## config.mk

```make
export PLATFORM = sky130hd
export DESIGN_NAME = l1_i_controller
export DESIGN_NICKNAME = d
export VERILOG_FILES = /design/src/rtl/l1_i_pkg.sv /design/src/rtl/l1_i_tag_array.sv /design/src/rtl/l1_i_controller.sv
export SDC_FILE = /design/constraint.sdc
export NUM_CORES = 1
export LEC_CHECK = 0
export BUFFER_PORTS_ARGS = -buffer_cell sky130_fd_sc_hd__buf_2
export CAP_MARGIN = 20
export CORE_MARGIN = 4
export CORE_UTILIZATION = 50
export CTS_BUF_LIST = sky130_fd_sc_hd__clkbuf_4 sky130_fd_sc_hd__clkbuf_8
export CTS_CLUSTER_DIAMETER = 40
export CTS_CLUSTER_SIZE = 20
export DETAILED_ROUTE_END_ITERATION = 16
export GPL_TIMING_DRIVEN = 0
export PLACE_DENSITY = 0.65
export SYNTH_ARGS = -nofsm -noshare
export SYNTH_HDL_FRONTEND = slang
export SYNTH_SLANG_ARGS = --single-unit
```

## constraint.sdc

```tcl
create_clock -name clk -period 5.95 [get_ports clk]
set_input_delay 0.595 -clock clk [delete_from_list [all_inputs] [get_ports clk]]
set_output_delay 0.595 -clock clk [all_outputs]
set_load 0.01 [all_outputs]
```

## src/rtl/l1_i_pkg.sv

```systemverilog
// Shared types and constants for the L1 instruction cache controller.
package l1_i_pkg;

    localparam int OFFS = 6;
    localparam int WAYS = 2;
    localparam int TNUM_DEFAULT = 21;
    localparam int INUM_DEFAULT = 26 - TNUM_DEFAULT;

    typedef enum logic [1:0] {
        IDLE,
        COMPARE,
        ALLOCATE,
        REFILL
    } l1_i_state_t;

endpackage

```

## src/rtl/l1_i_tag_array.sv

```systemverilog
// Tag, valid and LRU storage for the 2-way L1 I-cache, with lookup and victim pick.
module l1_i_tag_array #(
    parameter int TNUM = l1_i_pkg::TNUM_DEFAULT,
    parameter int INUM = l1_i_pkg::INUM_DEFAULT
) (
    input  logic            clk,
    input  logic            rst,
    input  logic            clear,
    input  logic [INUM-1:0] lk_index,
    input  logic [TNUM-1:0] lk_tag,
    output logic            hit,
    output logic            hit_way,
    output logic            victim,
    input  logic            upd_en,
    input  logic            upd_way,
    input  logic            fill
);
    import l1_i_pkg::*;

    localparam int SETS = 1 << INUM;

    logic [TNUM-1:0] tag_q [WAYS][SETS];
    logic [WAYS-1:0] valid_q [SETS];
    logic [SETS-1:0] lru_q;

    logic h0;
    logic h1;

    always_comb begin
        h0 = valid_q[lk_index][0] && (tag_q[0][lk_index] == lk_tag);
        h1 = valid_q[lk_index][1] && (tag_q[1][lk_index] == lk_tag);
        hit = h0 | h1;
        hit_way = h1 & ~h0;
        // Empty ways are filled in order before the LRU way is evicted
        if (!valid_q[lk_index][0]) begin
            victim = 1'b0;
        end else if (!valid_q[lk_index][1]) begin
            victim = 1'b1;
        end else begin
            victim = lru_q[lk_index];
        end
    end

    always_ff @(posedge clk) begin
        if (rst || clear) begin
            for (int s = 0; s < SETS; s++) begin
                valid_q[s] <= '0;
            end
            lru_q <= '0;
        end else if (upd_en) begin
            lru_q[lk_index] <= ~upd_way;
            if (fill) begin
                valid_q[lk_index][upd_way] <= 1'b1;
            end
        end
    end

    always_ff @(posedge clk) begin
        if (upd_en && fill) begin
            tag_q[upd_way][lk_index] <= lk_tag;
        end
    end

endmodule

```

## src/rtl/l1_i_controller.sv

```systemverilog
// L1 I-cache sequencer: fetch FSM, address latch and L2 miss handshake.
module l1_i_controller #(
    parameter int TNUM = l1_i_pkg::TNUM_DEFAULT,
    parameter int INUM = 26 - TNUM,
    parameter int OFFS = l1_i_pkg::OFFS
) (
    input  logic            clk,
    input  logic            rst,
    input  logic            read_C_L1,
    input  logic [31:0]     address_C_L1,
    input  logic            flush,
    output logic            ready_L1_C,
    output logic [INUM-1:0] index_C_L1,
    output logic [OFFS-1:0] offset,
    output logic            way,
    output logic            refill,
    output logic            read_L1_L2,
    output logic [31:0]     address_L1_L2,
    input  logic            ready_L2_L1
);
    import l1_i_pkg::*;

    l1_i_state_t state_q;
    l1_i_state_t state_d;

    logic [31:0]     addr_q;
    logic            victim_q;
    logic [TNUM-1:0] tag_l;
    logic [INUM-1:0] idx_l;

    logic hit;
    logic hit_way;
    logic victim;
    logic clear;
    logic latch;
    logic vlatch;
    logic upd_en;
    logic upd_way;
    logic fill;

    assign tag_l = addr_q[31 -: TNUM];
    assign idx_l = addr_q[OFFS +: INUM];

    l1_i_tag_array #(
        .TNUM(TNUM),
        .INUM(INUM)
    ) u_tags (
        .clk     (clk),
        .rst     (rst),
        .clear   (clear),
        .lk_index(idx_l),
        .lk_tag  (tag_l),
        .hit     (hit),
        .hit_way (hit_way),
        .victim  (victim),
        .upd_en  (upd_en),
        .upd_way (upd_way),
        .fill    (fill)
    );

    always_comb begin
        state_d = state_q;
        ready_L1_C = 1'b0;
        refill = 1'b0;
        read_L1_L2 = 1'b0;
        address_L1_L2 = '0;
        way = victim_q;
        index_C_L1 = '0;
        offset = '0;
        clear = 1'b0;
        latch = 1'b0;
        vlatch = 1'b0;
        upd_en = 1'b0;
        upd_way = 1'b0;
        fill = 1'b0;
        if (state_q != IDLE) begin
            index_C_L1 = idx_l;
            offset = addr_q[OFFS-1:0];
        end
        unique case (state_q)
            IDLE: begin
                if (flush) begin
                    clear = 1'b1;
                end else if (read_C_L1) begin
                    latch = 1'b1;
                    state_d = COMPARE;
                end
            end
            COMPARE: begin
                if (hit) begin
                    ready_L1_C = 1'b1;
                    way = hit_way;
                    upd_en = 1'b1;
                    upd_way = hit_way;
                    state_d = IDLE;
                end else begin
                    vlatch = 1'b1;
                    state_d = ALLOCATE;
                end
            end
            ALLOCATE: begin
                read_L1_L2 = 1'b1;
                address_L1_L2 = {tag_l, idx_l, {OFFS{1'b0}}};
                if (ready_L2_L1) begin
                    state_d = REFILL;
                end
            end
            REFILL: begin
                refill = 1'b1;
                way = victim_q;
                upd_en = 1'b1;
                upd_way = victim_q;
                fill = 1'b1;
                state_d = COMPARE;
            end
            default: state_d = IDLE;
        endcase
    end

    always_ff @(posedge clk) begin
        if (rst) begin
            state_q <= IDLE;
            addr_q <= '0;
            victim_q <= 1'b0;
        end else begin
            state_q <= state_d;
            if (latch) begin
                addr_q <= address_C_L1;
            end
            if (vlatch) begin
                victim_q <= victim;
            end
        end
    end

endmodule

```

==> reports/metrics.cfg, run 1 <==
[floorplan]
rows = 124
die_y_microns = 348
start_util_pct = 50.4
dieArea_sq_um = 121000
die_w_microns = 348
io_pins = 84
core_area_sq_um = 115000

[yosys]
synth_cell_types = 57
synth.top_cell.area_share_pct = 69.8
synth_ff_type = edfxtp_1
ys_warn_count = 0
synthTopCellsByArea = edfxtp_1 70%, mux2i_1 11%, dfxtp_1 4.7%
avgSynthCellArea_sq_um = 17.1
netlist_instances = 3387
post-synth-top-count-cell = edfxtp_1
ys_seq_area_share_pct = 74.5
synth_commonest_cells = 1,344 x edfxtp_1, 641 x mux2i_1, 321 x o22ai_1
synth.cell_area_sq_um = 57800
synthArstFlopShare_pct = 0
synth_seq_cells = 1480
synth_edf_count = 1344
yosysTopAreaCell = edfxtp_1

[timing]
relSlewSlack_pct = 18.9
worstMarginPinSlew_ns = 1.21
hold_viol = 0
fin_crit_ns = 5.81
slew_viol_final = 0
finClkSkew_ns = 0.0641
setup_tns_ns = 0
fmax_ghz = 0.172
setup_viol_count_final = 0
fin_crit_sh_pct = 97.7
whs_ns = 0.0949

[detailed_routing]
finalWirelength_microns = 190000
dr.pass1.iters = 6
dr.first_iter.drc_count = 5702
vias_per_cell = 6.54
num_vias = 35500
ant_nets = 0
wl_per_cell_microns = 34.9
drc = 0

[global_route]
overflow = 0
grt_pass1_wl_microns = 260000
track_usage_pct = 30.8
antenna_found_initial = 6
grt_pass1_vias = 33900
grt_max_degree = 63

[critical_path]
cpLargestDelayFamily = buffers and inverters
worstPathArrival_ns = 6.35
cp_common_cell = buf_4
critPathSlowestCell = buf_2
worstSetupPathType = reg -> reg
worst-path-max-fanout = 10
required_ns = 6.48
crit_chain = buf_2, buf_4, buf_4, buf_2, mux2i_1, o22ai_1, nor4_2, a21oi_1, nor4_2, and4_2, nand4_4, nor3_4, buf_4, nor2_2, nor3_2, buf_6, buf_6, buf_4
endpoint_kind = register
max_stage_delay_ns = 0.50
cp-start-kind = register
crit_buf_inv = 8

[layout]
drive_above_1_share_pct = 20.6
syn_to_final_growth_pct = 16.1
layout.nets = 3818
n_fill_cell = 8487

[cts]
root_buffer = clkbuf_8
clock_latency_ns = 0.89
h-tree-depth = 4
clk_path_buf_depth = 3
clk_pin_slew_ns = 0.08
clkSinkCount = 1480
cts_buffers = 164
tritoncts = built

[power_and_ir_drop]
power_density_nw_per_um2 = 304
ir_worst_vdd_mv = 0.285
p_leak_nw = 21.2

[placement]
gp_congestion = 0.874
portBuffers = 77
hpwl_microns = 119000

[flow_run]
max_cap_viol_count = 0

[hold_path]
min-delay-path-class = in -> reg

[outcome]
status = finished clean

placed cells by master, fill, tap and decap left out, types with 18 or more instances in the layout:
cell type	netlist	layout
nor4_1	91	70
clkinv_2	0	18
mux2i_1	641	641
dfxtp_1	136	112
nor2_4	0	32
inv_6	0	23
buf_6	8	33
nand2_1	149	149
and2_1	34	34
buf_16	0	19
and3_2	0	25
edfxtp_1	1344	1344
nor4_2	0	19
clkinvlp_4	0	22
dfxtp_2	0	24
a21oi_1	86	86
xor2_1	21	21
buf_12	0	61
buf_2	97	106
a221o_1	32	32
bufinv_16	0	22
a32o_1	32	32
buf_4	34	98
mux4_2	44	44
o22ai_1	321	320
dlygate4sd3_1	0	31
o21a_1	33	33
clkbuf_1	74	63
clkbuf_8	0	170
stage by stage:
stage	worst slack (ns)	std cells	power, mW	util, %	area (sq um)
3_3_place_gp	-6.26	4981	12.7	52.4	60100
6_report	0.137	5430	20.4	58.6	67100
2_1_floorplan	0.334	3392	12.3	-	57900
5_1_grt	-0.0295	5430	20.9	58.6	67100
4_1_cts	0.0130	5425	20.4	58.4	67000
3_5_place_dp	-1.47	5089	12.8	54.5	62500
metal layers:
layer	vias to the layer above	GRT usage (%)	share of wire, %
met2	2492	47.2	45
li1	14400	-	-
met5	-	0	0.0058
met4	2	12.6	4.4
met3	451	7.20	12
met1	18200	43.1	38
where the power goes:
part	total [mW]	internal [mW]	leakage, nW	switching, mW
Clock	7.84	3.86	1.91	3.98
Sequential	11.4	11.3	13.2	0.0906
Combinational	1.17	0.401	6.06	0.767
flip-flops by register name, indices dropped and copies added, names as in the netlist, named ones only:
name            flops
u_tags.valid_q     64
u_tags.tag_q     1344
state_q             2
victim_q            1
u_tags.lru_q       32
addr_q             32
repair_timing:
action	in CTS	in global routing
pin swaps	4	3
endpoints found under the hold margin	35	0
endpoints found under the setup margin	1434	326
setup buffers	3	4
hold buffers	31	0
gates resized for setup	105	35
cells by family (layout without fill, tap and decap cells):
kind of cell / after synthesis / after routing / share of synthesized area [%]
compound gates: 528 / 528 / 6.08
simple gates: 438 / 438 / 4.15
flops: 1480 / 1480 / 74.5
buf+inv: 227 / 752 / 2.01
xor+xnor: 22 / 22 / 0.333
fa+ha+maj: 5 / 5 / 0.108
other cells: 1 / 7 / 0.00648
mux: 686 / 686 / 12.8
worst register-to-register path: cells and delay by family, from the launching register on:
| family | cells | cell delay (ns) |
|---|---|---|
| compound gates | 2 | 0.32 |
| buf+inv | 8 | 2.41 |
| flops | 1 | 0.31 |
| mux | 1 | 0.26 |
| simple gates | 7 | 2.19 |
layout make-up:
type | count | area [sq um] | share of cell area (%)
flip-flops and latches | 1480 | 43100 | 64.2
repair buffers | 223 | 2780 | 4.14
multi-input cells | 1685 | 14100 | 21.0
diodes | 1 | 2.50 | 0.00373
plain buffers | 217 | 1390 | 2.07
well taps | 1512 | 1890 | 2.82
clock buffers | 181 | 2420 | 3.61
clock inverters | 126 | 1430 | 2.14
inverters | 5 | 18.8 | 0.0280
worst paths after layout:
| check | startpoint | endpoint | slack, ns | cells after the start |
|---|---|---|---|---|
| worst max register to register | addr_q[7] | u_tags.tag_q[1][622] | 0.14 | 18 |
| worst min register to register | addr_q[1] | addr_q[1] | 0.45 | 2 |
| worst max-delay path | addr_q[7] | u_tags.tag_q[1][622] | 0.14 | 18 |
| worst min-delay path | address_C_L1[7] | addr_q[7] | 0.09 | 3 |
Power figures use the tool's default switching activity.
==> run 2, diff against run 1 <==
Settings changed: SETUP_SLACK_MARGIN set to 0.15.
==> run 2 against run 1 <==
Cell area grew 0.32%. Utilization up 0.19 points. Clock power barely moved. Non-clock buffer count is 8 higher. Count of clock-buffer cells in the layout stayed put.
==> reports/metrics.cfg, run 2 (same netlist as run 1, synthesis figures left out) <==
[critical_path]
worst-path-max-fanout = 10  ; unchanged
endpoint_kind = register
cp_common_cell = buf_4
critPathSlowestCell = dfxtp_2
worstSetupPathType = reg -> reg
required_ns = 6.49  ; about the same
worstPathArrival_ns = 6.23  ; -0.12 ns
regToRegSetupSlack_ns = 0.26  ; +0.12 ns
cp-start-kind = register
crit_chain = buf_2, nand4b_1, buf_4, buf_6, buf_4, o22ai_1, nor4_1, nand2_1, xor2_1, nor4b_4, nand4_4, buf_12, nor3_4, buf_4, nor2_2, nor3_2, buf_6, buf_6, buf_4
max_stage_delay_ns = 0.45  ; -0.05 ns

[layout]
largest_reg_flops = 1344  ; unchanged
syn_to_final_growth_pct = 16.5
final_common_cell = edfxtp_1
n_fill_cell = 8450  ; -0.44%
finalInstanceArea_sq_um = 67400  ; +0.32%
layout.nets = 3826  ; +0.21%
seq_area_sq_um = 43100  ; unchanged
multi_input_area_sq_um = 14100  ; +0.44%
drive_above_1_share_pct = 20.9  ; +0.34 points
reg_top3 = u_tags.tag_q: 1344 flops, u_tags.valid_q: 64 flops
top_register = u_tags.tag_q
final_cell_mix = 1,344 x edfxtp_1, 641 x mux2i_1, 320 x o22ai_1, 170 x clkbuf_8, 149 x nand2_1

[detailed_routing]
drc = 0  ; unchanged
dr.first_iter.drc_count = 5515  ; -3.3%
ant_nets = 0  ; unchanged
wl_per_cell_microns = 34.9  ; about the same
num_vias = 35600  ; +0.18%
dr.pass1.iters = 5  ; -1
vias_per_cell = 6.54  ; about the same
finalWirelength_microns = 190000  ; about the same

[cts]
cts_buffers = 164  ; unchanged
clk_path_buf_depth = 3  ; unchanged
root_buffer = clkbuf_8
clkSinkCount = 1480  ; unchanged
clock_latency_ns = 0.89  ; about the same
clk_pin_slew_ns = 0.08  ; about the same
h-tree-depth = 4  ; unchanged
tritoncts = built

[global_route]
overflow = 0  ; unchanged
track_usage_pct = 30.9  ; about the same
grt_pass1_vias = 34000  ; +0.14%
grt_max_degree = 63  ; unchanged
grt_pass1_wl_microns = 260000  ; +0.10%
antenna_found_initial = 3  ; -3

[timing]
fin_crit_ns = 5.69  ; -0.122 ns
grt_setup_unrepaired = false
worst_slack_ns = 0.259  ; +0.122 ns
fmax_ghz = 0.176  ; +2.1%
relSlewSlack_pct = 21.5  ; +2.6 points
finClkSkew_ns = 0.0576  ; -0.00653 ns
slew_viol_final = 0  ; unchanged
whs_ns = 0.0883  ; -0.00660 ns
fin_crit_sh_pct = 95.7  ; -2.0 points
hold_viol = 0  ; unchanged
worstMarginPinSlew_ns = 1.17  ; -0.0380 ns
setup_tns_ns = 0  ; unchanged
setup_viol_count_final = 0  ; unchanged

[placement]
pre_cts_ws_ns = -1.47  ; unchanged
gp_congestion = 0.874  ; unchanged
hpwl_microns = 119000  ; unchanged
dpl-instance-area_sq_um = 62500  ; unchanged
portBuffers = 77  ; unchanged

[floorplan]
die_w_microns = 348  ; unchanged
die_y_microns = 348  ; unchanged
start_util_pct = 50.4  ; unchanged
rows = 124  ; unchanged
dieArea_sq_um = 121000  ; unchanged
core_area_sq_um = 115000  ; unchanged
io_pins = 84  ; unchanged

[power_and_ir_drop]
p_leak_nw = 21.3  ; +0.33%
ir_worst_vdd_mv = 0.289  ; +1.4%
power_density_nw_per_um2 = 304  ; -0.20%
total_power_mw = 20.5  ; +0.12%

[hold_path]
min-delay-path-class = in -> reg

[flow_run]
max_cap_viol_count = 0  ; unchanged

[outcome]
status = finished clean

[run 2: cell count changes in the layout (fill, tap and decap cells not counted), moves of 2 or more]
cell / change
buf_2: -4
buf_4: -11
buf_6: +19
clkbuf_4: +7
clkdlybuf4s15_2: -2
nor4_1: -5
nor4_2: +2
nor4_4: +3
[run 2: worst max-delay path, delay by kind of cell (launching register included)]
family	cells	cell delay [ns]
buf+inv	9	2.42
simple gates	8	2.11
flops	1	0.45
xor+xnor	1	0.20
compound gates	1	0.10
[run 2: power breakdown]
group          total (mW)  internal (mW)  switching (mW)
sequential           11.4           11.3          0.0908
clock                7.85           3.86            3.99
combinational        1.19          0.411           0.775
total                20.5           15.6            4.85
[run 2: final timing paths]
path / depth (start not counted) / endpoint / startpoint
setup / recovery: 19 / u_tags.tag_q[1][622] / addr_q[10]
hold / removal: 3 / addr_q[7] / address_C_L1[7]
setup reg to reg: 19 / u_tags.tag_q[1][622] / addr_q[10]
hold reg to reg: 2 / addr_q[1] / addr_q[1]
[run 2: per-layer routing]
| metal | GRT usage [%] | routed length [microns] | up-vias |
|---|---|---|---|
| met5 | 0 | 11 | - |
| met2 | 47.4 | 85800 | 2526 |
| li1 | - | - | 14400 |
| met3 | 7.12 | 23600 | 456 |
| met4 | 12.3 | 8610 | 2 |
| met1 | 43.1 | 71900 | 18200 |
[run 2: area by class of cell]
class                           instances  area share (%)
Antenna cell                            1         0.00372
Buffer                                222            2.24
Clock buffer                          181            3.60
Clock inverter                        126            2.13
Inverter                                5          0.0279
Multi-Input combinational cell       1685            21.0
Sequential cell                      1480            64.0
Tap cell                             1512            2.81
Timing Repair Buffer                  226            4.18
[run 2: repair_timing]
| item | 4_1_cts | 5_1_grt |
|---|---|---|
| setup endpoints to repair | 1441 | 532 |
| hold endpoints to repair | 35 | 0 |
| hold buffers | 31 | 0 |
| setup buffers | 6 | 4 |
| gates resized for setup | 119 | 70 |
| pin swaps | 4 | 3 |
[run 2: through the flow]
stage          cells  util (%)
6_report        5438      58.7
5_1_grt         5438      58.7
4_1_cts         5433      58.5
3_5_place_dp    5089      54.5
3_3_place_gp    4981      52.4
2_1_floorplan   3392         -
